`src/rtl/x25519_finalize.sv`:
```
// x25519_finalize: converts the projective ladder result {z, x} into affine x.
// Computes x * z^(p-2) mod p, p = 2^255-19, by square-and-multiply through a
// shared external GF(p) multiplier (one request outstanding at a time).
// The op sequence is fixed (254 squares, 252 multiplies, 1 final), so the
// latency is independent of the operand values.
module x25519_finalize (
  input  logic         clk,
  input  logic         rst,
  input  logic         en,
  input  logic [511:0] work_in,
  output logic         busy,
  output logic         out_valid,
  output logic [255:0] work_out,
  output logic         mult_en,
  output logic [255:0] mult_a,
  output logic [255:0] mult_b,
  input  logic         mult_valid,
  input  logic [255:0] mult_out
);

  typedef enum logic [1:0] {S_IDLE, S_ISSUE, S_WAIT, S_DONE} state_t;
  typedef enum logic [1:0] {OP_SQ, OP_MUL, OP_FIN} op_t;

  // Exponent p-2 = 2^255-21: bits 254..0 set except bits 4 and 2.
  function automatic logic ebit(input logic [7:0] idx);
    return !((idx == 8'd4) || (idx == 8'd2));
  endfunction

  state_t       state, state_nxt;
  op_t          phase, phase_nxt;
  logic [7:0]   bit_i, bit_i_nxt;
  logic         op_load;
  logic [255:0] a_nxt, b_nxt;
  logic [255:0] x_r, z_r, acc;

  // Handshake outputs decode directly from the state register.
  assign busy    = (state != S_IDLE);
  assign mult_en = (state == S_ISSUE);

  // State register.
  always_ff @(posedge clk) begin
    if (rst) state <= S_IDLE;
    else     state <= state_nxt;
  end

  // Next-state logic and selection of the next multiplier operands.
  always_comb begin
    state_nxt = state;
    phase_nxt = phase;
    bit_i_nxt = bit_i;
    op_load   = 1'b0;
    a_nxt     = mult_a;
    b_nxt     = mult_b;
    unique case (state)
      S_IDLE: begin
        if (en) begin
          // acc starts as z (exponent bit 254); first op squares it for bit 253.
          state_nxt = S_ISSUE;
          op_load   = 1'b1;
          phase_nxt = OP_SQ;
          bit_i_nxt = 8'd253;
          a_nxt     = work_in[511:256];
          b_nxt     = work_in[511:256];
        end
      end
      S_ISSUE: state_nxt = S_WAIT;
      S_WAIT: begin
        if (mult_valid) begin
          if (phase == OP_FIN) begin
            state_nxt = S_DONE;
          end else begin
            state_nxt = S_ISSUE;
            op_load   = 1'b1;
            a_nxt     = mult_out;
            if ((phase == OP_SQ) && ebit(bit_i)) begin
              phase_nxt = OP_MUL;
              b_nxt     = z_r;
            end else if (bit_i == 8'd0) begin
              phase_nxt = OP_FIN;
              b_nxt     = x_r;
            end else begin
              phase_nxt = OP_SQ;
              bit_i_nxt = bit_i - 8'd1;
              b_nxt     = mult_out;
            end
          end
        end
      end
      S_DONE: state_nxt = S_IDLE;
      default: state_nxt = S_IDLE;
    endcase
  end

  // Registered operands, op tracking and result outputs.
  always_ff @(posedge clk) begin
    if (rst) begin
      mult_a    <= '0;
      mult_b    <= '0;
      phase     <= OP_SQ;
      bit_i     <= '0;
      out_valid <= 1'b0;
      work_out  <= '0;
    end else begin
      out_valid <= (state == S_DONE);
      if (state == S_DONE) work_out <= acc;
      if (op_load) begin
        mult_a <= a_nxt;
        mult_b <= b_nxt;
        phase  <= phase_nxt;
        bit_i  <= bit_i_nxt;
      end
    end
  end

  // Operand latch and running accumulator.
  always_ff @(posedge clk) begin
    if ((state == S_IDLE) && en) begin
      x_r <= work_in[255:0];
      z_r <= work_in[511:256];
      acc <= work_in[511:256];
    end else if ((state == S_WAIT) && mult_valid) begin
      acc <= mult_out;
    end
  end

endmodule

```
`config.mk`:
```
export PLATFORM = sky130hd
export DESIGN_NAME = x25519_finalize
export DESIGN_NICKNAME = d
export VERILOG_FILES = /design/src/rtl/x25519_finalize.sv
export SDC_FILE = /design/constraint.sdc
export NUM_CORES = 2
export LEC_CHECK = 0
export CORE_AREA = 2 2 602 604
export DETAILED_ROUTE_END_ITERATION = 7
export DIE_AREA = 0 0 604 606
export REMOVE_ABC_BUFFERS = 1
export SYNTH_ARGS = -nofsm -noshare
export SYNTH_HDL_FRONTEND = slang
export SYNTH_SLANG_ARGS = --single-unit
```
`constraint.sdc`:
```
create_clock -name clk -period 17.83 [get_ports clk]
set_input_delay 4.4575 -clock clk [delete_from_list [all_inputs] [get_ports clk]]
set_output_delay 4.4575 -clock clk [all_outputs]
set_load 0.01 [all_outputs]
```
; Word-level counts from Yosys, hierarchy flattened
; Cells that the tools add are included.
[op_classes]
n_addsub = 1
eq_ne = 11
mux = 31
reduce_logical = 14
[op_table]
columns = operator, count
row1 = 2-to-1 mux 256 bit, 9
row2 = one-hot mux 256 bit (2 select lines), 2
row3 = 2-to-1 mux 8 bit, 5
row4 = 2-to-1 mux 2 bit, 8
row5 = one-hot mux 8 bit (2 select lines), 1
row6 = inequality test 2 bit (second input constant), 5
row7 = == test 8 x 2 -> 1 bit (second input constant), 1
row8 = == test 8 x 3 -> 1 bit (second input constant), 1
row9 = logical NOT 8 bit, 1
row10 = one-hot mux 2 bit (4 select lines), 1
row11 = subtractor 8 x 1 -> 8 bit (second input constant), 1
row12 = AND reduction 7 bit, 1
row13 = == test 2 bit (second input constant), 3
row14 = nonzero test 2 bit, 3
row15 = AND reduction 5 bit, 1
row16 = logical NOT 2 bit, 2
row17 = one-hot mux 2 bit (2 select lines), 1
row18 = logical AND 1 bit, 3
row19 = 2-to-1 mux 1 bit, 3
row20 = == test 2 x 1 -> 1 bit (second input constant), 1
row21 = one-hot mux 1 bit (2 select lines), 1
row22 = AND reduction 2 bit, 1
row23 = logical NOT 1 bit, 1
row24 = logical OR 1 bit, 1
[totals]
ff_bits = 1549
input_bits = 772
out_inout_bits = 771
elab_cells = 67

; Longest topological paths before layout
[logic_depth]
word_depth = 8
mapped_depth = 9
mapped_depth_nobuf = 6

; Least setup slack after synthesis
; Ideal clock, no wire load.
[synth_path]
path_type = input-to-reg
start = input port mult_valid
end = register acc[0] (enable)
setup_time_ns = 0.879
arrival_time_ns = 15.407
required_ns = 16.951
path_slack_ns = 1.544
stages = 3
path_buffers = 1
cell_sequence = clkbuf_1 -> mux2i_1 -> nor2_1
[synth_via]
elab_chain_cells = 2
[synth_lines]
columns = element, line
row1 = "start, declared", 17  ; input logic mult_valid,
row2 = logical AND 1 bit, 121  ; end else if ((state == S_WAIT) && mult_valid) begin
row3 = nonzero test 2 bit (no line), -
row4 = "end signal, assigned", 120  ; acc <= work_in[511:256];
row5 = "end signal, assigned", 122  ; acc <= mult_out;
row6 = "end, declared", 34  ; logic [255:0] x_r, z_r, acc;
; No other way between the ends.
; A chain may end at the register's enable or synchronous reset.

; Worst setup path after layout
[layout_path]
start = input port en
end = register mult_b[147]
[layout_via]
elab_chain_cells = 3
elab_cells_between_ends = 4
classes_between = 1 x eq/ne / 2 x mux / 1 x reduce/logical
[layout_lines]
columns = element, line
row1 = "start, declared", 9  ; input logic en,
row2 = 2-to-1 mux 1 bit, 56  ; if (en) begin
row3 = one-hot mux 1 bit (2 select lines), 54  ; unique case (state)
row4 = AND reduction 5 bit (no line) *, -
row5 = "end signal, assigned", 108  ; mult_b <= b_nxt;
row6 = "end, declared", 16  ; output logic [255:0] mult_b,
; Every way passes the cells marked *; elsewhere a longest branch is shown, timed or not.

==> results.py <==
metrics = {
    "clock_tree": {
        "cts.sinks": 1549,
        "ctsLongestPathBuffers": 4,
        "cts_made_buffers": 188,
        "cts_resized": 0,
        "insertion_delay_ns": 0.89,
        "ctsRootBufferMaster": "clkbuf_16",
        "path_clk_slew_ns": 0.06,
        "holdBufCountCts": 0,
        "post_cts_buffers": 0,
        "cts_tree": "done",
        "cts_htree_levels": 4,
    },
    "status": {
        "status": "finished clean",
    },
    "drt": {
        "first_iter_violations": 5893,
        "wl_um": 360000,
        "route.detailed.drc": 0,
        "ant_nets": 0,
        "wl_per_cell_um": 29.9,
        "drt_first_pass_iters": 6,
        "vias": 56341,
        "vias_per_cell": 4.68,
    },
    "cells_and_area": {
        "fin_nets": 7812,
        "drive_gt1_share_pct": 12.4,
        "area_growth_pct": 40.3,
        "finish.instance_area_um2": 92000,
        "layout_common_cells": "1,541 x clkdlybuf4s50_1, 1,029 x nand2_1, 781 x dfxtp_1",
        "final_common_cell": "clkdlybuf4s50_1",
    },
    "worst_setup_path": {
        "crit_top_cell": "buf_4",
        "cpPeakStageDelay_ns": 0.73,
        "crit_slowest_cell": "buf_4",
        "path_cells": "clkdlybuf4s50_1 -> nor3b_2 -> a31o_4 -> buf_4 -> buf_12 -> buf_4 -> buf_4 -> o21bai_1 -> a211oi_1",
        "crit_type": "in -> reg",
        "required_ns": 18.58,
        "cp-start-kind": "input pin",
        "rrSetupSlack_ns": 11.24,
        "worstPathMaxFanout": 155,
        "cp_num_buf_inv": 5,
        "cp_top_family": "buffers and inverters",
        "end_kind": "register",
        "arrival_ns": 9.63,
    },
    "floorplan": {
        "die_y_um": 606,
        "rows": 221,
        "die_w_um": 604,
        "dieArea_um2": 366000,
        "io-pin-count": 1543,
        "core_area_um2": 360000,
        "start_util_pct": 18.2,
    },
    "synthesis": {
        "ys_warn_count": 0,
        "ys.flop_type": "dfxtp_1",
        "synth_edf_count": 768,
        "synth_async_sr_flop_share_pct": 0,
        "avgSynthCellArea_um2": 11.3,
        "ys_types": 47,
        "ys_seq_elements": 1549,
        "synth_area_um2": 65600,
        "synth_cells": 5794,
        "yosysSeqAreaShare_pct": 59.0,
    },
    "global_route": {
        "grt_pass1_vias": 52193,
        "grt_max_degree": 198,
        "antenna_found_initial": 137,
        "grt.overflow.total": 0,
        "grt_pass1_wl_um": 475000,
        "groute.usage.overall_pct": 18.6,
    },
    "timing": {
        "finalHoldViolCount": 0,
        "worstMarginPinSlew_ns": 1.24,
        "fmax_mhz": 113,
        "min_period_ns": 8.88,
        "relSlewSlack_pct": 17.4,
        "slew_viol_final": 0,
        "rsz0062_at_grt": "no",
        "finalSetupViolCount": 0,
        "timing.hold.ws_ns": 0.454,
        "fin_ws_ns": 8.95,
        "final.setup.tns_ns": 0,
        "fin_skew_ns": 0.0650,
        "post-route-period-util_pct": 49.8,
    },
    "job": {
        "maxCapViolCount": 0,
    },
    "power": {
        "p_per_area_nw_per_um2": 108,
        "peakVddDrop_v": 0.0000704,
        "power.leakage_uw": 0.0301,
        "total_power_uw": 9910,
    },
    "hold_path": {
        "hold_class": "reg -> reg",
    },
    "place": {
        "dp_hpwl_um": 263000,
        "io_buffers": 1542,
        "dpl_cell_area_um2": 85600,
        "gp_congestion": 0.888,
        "pre_cts_ws_ns": 8.44,
    },
}
## Yosys cell counts (3+ instances only)
| library cell | n | area (um2) |
|---|---|---|
| nand2_1 | 1030 | 3870 |
| dfxtp_1 | 781 | 15600 |
| edfxtp_1 | 768 | 23100 |
| a211oi_1 | 514 | 3860 |
| mux2_2 | 512 | 5770 |
| clkbuf_1 | 469 | 1760 |
| nor2_1 | 269 | 1010 |
| a311oi_1 | 262 | 2290 |
| a21oi_1 | 261 | 1310 |
| o21bai_1 | 257 | 1930 |
| a21boi_0 | 256 | 1920 |
| a221oi_1 | 256 | 2240 |
| buf_2 | 63 | 315 |
| buf_1 | 29 | 109 |
| buf_4 | 12 | 90.1 |
| nor3_1 | 6 | 30.0 |
| inv_1 | 4 | 15.0 |
| nand4_1 | 4 | 25.0 |
| and2_1 | 3 | 18.8 |
| buf_6 | 3 | 33.8 |
| ha_1 | 3 | 37.5 |
| nor2b_1 | 3 | 18.8 |
## cells by family (layout without fill, tap and decap cells)
| logic type | count (synthesis) | after routing | synth area share [%] |
|---|---|---|---|
| AOI/OAI and AO/OA | 1817 | 1817 | 20.8 |
| DFF | 1549 | 1549 | 59.0 |
| and+or+nand+nor | 1329 | 1329 | 7.76 |
| buffers and inverters | 582 | 1985 | 3.57 |
| muxes | 514 | 514 | 8.82 |
| adders and majority gates | 3 | 3 | 0.0572 |
| other | 0 | 55 | 0 |
## path summary, 6_finish.rpt
check	start	to	cells past startpoint
worst max register to register	state[1]	mult_b[147]	10
worst min register to register	work_out[246]	work_out[246]	2
worst min-delay path	work_out[246]	work_out[246]	2
worst max-delay path	en	mult_b[147]	9
## registers in the layout, summed over array words and instances (netlist names)
name       count
work_out     256
acc          256
z_r          256
bit_i          8
x_r          256
state          2
phase          2
out_valid      1
mult_a       256
mult_b       256
## layer usage
layer	wire length (um)	global-route usage, %	up-vias
met5	421	0	-
met4	16100	7.69	66
met3	38100	7.25	640
met2	164000	29.3	2677
met1	141000	22.5	28492
li1	-	-	24466
## stage by stage
stage               cells  utilization (%)
floorplan            5216                -
global placement    11641             23.8
detailed placement  11641             23.8
CTS                 11991             25.5
global route        12017             25.5
finish              12046             25.5
## worst register-to-register path, cell delays in order (launching register included)
cell      delay (ns)
dfxtp_1         0.60
nor2b_4         0.25
buf_4           0.59
buf_12          0.59
buf_12          0.58
buf_4           0.98
buf_4           0.87
buf_4           0.93
mux2_2          0.43
a211oi_1        0.49
a211oi_1        0.10
## final cells by class
| class | count | area (um2) |
|---|---|---|
| inverters | 4 | 15.0 |
| well taps | 4794 | 6000 |
| repair buffers | 1631 | 16300 |
| diodes | 55 | 138 |
| fillers | 37910 | 268000 |
| flip-flops and latches | 1549 | 38700 |
| multi-input cells | 3663 | 24600 |
| clock inverters | 92 | 1040 |
| clock buffers | 258 | 5200 |
## where the power goes
part | leakage (uW) | internal [uW] | switching (uW)
sequential | 0.0138 | 4060 | 147
clock | 0.00302 | 2290 | 1690
combinational | 0.0133 | 700 | 1020
total | 0.0301 | 7050 | 2860
(Power assumes the default switching activity.)
==> RTL change, RTL diff (config.mk and constraints unchanged) <==
Make the reset (`rst`) asynchronous in 2 clocked blocks.
--- a/src/rtl/x25519_finalize.sv
+++ b/src/rtl/x25519_finalize.sv
@@ -38,7 +38,7 @@
   assign mult_en = (state == S_ISSUE);
 
   // State register.
-  always_ff @(posedge clk) begin
+  always_ff @(posedge clk or posedge rst) begin
     if (rst) state <= S_IDLE;
     else     state <= state_nxt;
   end
@@ -92,7 +92,7 @@
   end
 
   // Registered operands, op tracking and result outputs.
-  always_ff @(posedge clk) begin
+  always_ff @(posedge clk or posedge rst) begin
     if (rst) begin
       mult_a    <= '0;
       mult_b    <= '0;
Function: not settled (the Yosys comparison gave no result); the edit may change what the design does.
==> RTL change against the unedited design <==
Critical path depth decreased by 1. Critical endpoint is now z_r[1]$_DFFE_PN_. Cell area decreased by 0.61%. Area after synthesis decreased by 2.0%. Synthesized cell count decreased by 11%. Sequential cell count unchanged. Setup slack improved by 470 ps. Worst hold slack improved by 16 ps. Count of clock-buffer cells in the layout increased by 6. Routed wire length increased by 4.4%. Clock skew decreased by 30 ps.
Power is not compared: it rests on default switching activity, and its combinational part moved more than twofold at a synthesized area within 25%.
==> RTL change: results (changes against the unedited design) <==
clk_latency_ps: 860  # -30 ps
pre_cts_slack_ps: 8612  # +171.5 ps
gp_congestion: 0.9119  # +2.7%
grt_pass1_wl_um: 494400  # +4.1%
synth_fa_ha_area_share_pct: 0.05837  # +0.0011 points
firstDrtPassIters: 6  # unchanged
post_cts_buffers: 0  # unchanged
cpLargestDelayFamily: "buffers and inverters"
cts_resized: 0  # unchanged
clockRootBuffer: "clkbuf_16"
cts.path.max_buffers: 4  # unchanged
drt_iter0_drc: 6959  # +18%
io_buffers: 1542  # unchanged
synth-main-ff-cell: "dfrtp_1"
p_leak_nw: 33.31
post-dp-hpwl_um: 270500  # +2.9%
num_vias: 55230  # -2.0%
async_flop_share_pct: 50.42  # +50 points
synth_compound_area_share_pct: 16.78  # -4.0 points
grt_pass1_vias: 52530  # +0.65%
cp.arrival_ps: 8870  # -760 ps
synthMuxAreaShare_pct: 4.498  # -4.3 points
ys_warn_count: 0  # unchanged
slowest_stage: "buf_4"
finalWirelength_um: 375700  # +4.4%
antenna_found_initial: 133  # -2.9%
slowest_delay_ps: 820  # +90 ps
finClkSkew_ps: 34.69  # -30.33 ps
drive_above_1_share_pct: 10.03  # -2.4 points
synth_xor_area_share_pct: 0  # unchanged
synth.distinct_cells: 44  # -6.4%
synth.yosys.seq_area_share_pct: 66.25  # +7.3 points
tightestPinTransition_ps: 1265  # +25.41 ps
yosys-top-cells-count: "781 x dfrtp_1, 768 x edfxtp_1, 517 x nand2_1, 516 x nand3_1, 415 x clkbuf_1"
grt_max_degree: 132  # -33%
ys_top_cells_by_area: "edfxtp_1 36%, dfrtp_1 30%, mux2_2 4.5%, nand3_1 4.0%, a221o_1 4.0%"
hp-class: "flip-flop to flip-flop"
synth_edf_count: 768  # unchanged
status: "finished, final reports clean"
cts_max_level: 4  # unchanged
peakVddDrop_uv: 161.3
nNetsFinal: 7305  # -6.5%
numCtsBuffers: 188  # unchanged
clkTransAtPathRegs_ps: 60  # about the same
crit_fanout: 128  # -17%
grt_use_total_pct: 19.52  # +0.93 points
RTL change: final timing paths:
kind                                      startpoint                   endpoint  slack, ps  depth (start not counted)
worst max register to register  state[0]$_DFFE_PP0P_           z_r[1]$_DFFE_PN_      12770                          6
worst min register to register    acc[218]$_DFFE_PP_  work_out[218]$_DFFE_PP0P_        470                          1
worst max-delay path                              en           z_r[1]$_DFFE_PN_       9410                          8
min in group asynchronous                        rst     mult_a[49]$_DFFE_PP0P_       4120                          2
worst min-delay path              acc[218]$_DFFE_PP_  work_out[218]$_DFFE_PP0P_        470                          1
max in group asynchronous                        rst     mult_b[95]$_DFFE_PP0P_      10940                          5
RTL change: cells by family after synthesis:
| family | Yosys count |
|---|---|
| AO/OA/AOI/OAI | 1564 |
| AND/OR/NAND/NOR | 1318 |
| flip-flops | 1549 |
| buffers and inverters | 494 |
| adder cells (fa/ha/maj) | 3 |
| multiplexers | 257 |
RTL change: layout make-up:
cell class | instances | area, sq um
flip-flops and latches | 1549 | 42610
multi-input cells | 3142 | 19820
inverters | 6 | 45.04
diodes | 80 | 200.2
fillers | 37560 | 268800
clock inverters | 87 | 1055
clock buffers | 264 | 5408
well taps | 4794 | 5998
repair buffers | 1643 | 16330
RTL change: report_power, final:
group	internal [mW]	total [mW]	switching [mW]
clock	2.39	4.10	1.71
combinational	2.93	7.46	4.53
sequential	5.58	6.54	0.960
RTL change: layer usage:
metal	vias to the layer above	share of wire (%)	GRT usage (%)	wire (um)
met5	-	0.11	0	430
met4	66	5.1	8.871	19180
met3	807	12	8.229	46400
met2	3790	45	30.66	170900
met1	28080	37	23.11	138800
li1	22490	-	-	-
RTL change: stage by stage:
stage               std cells  instance area [sq um]  hold WS, ps
floorplan                4697                  62330        454.2
global placement        11130                  84770        456.7
detailed placement      11130                  84770        463.3
CTS                     11480                  91230        476.9
global route            11540                  91380        485.4
finish                  11570                  91460        469.9
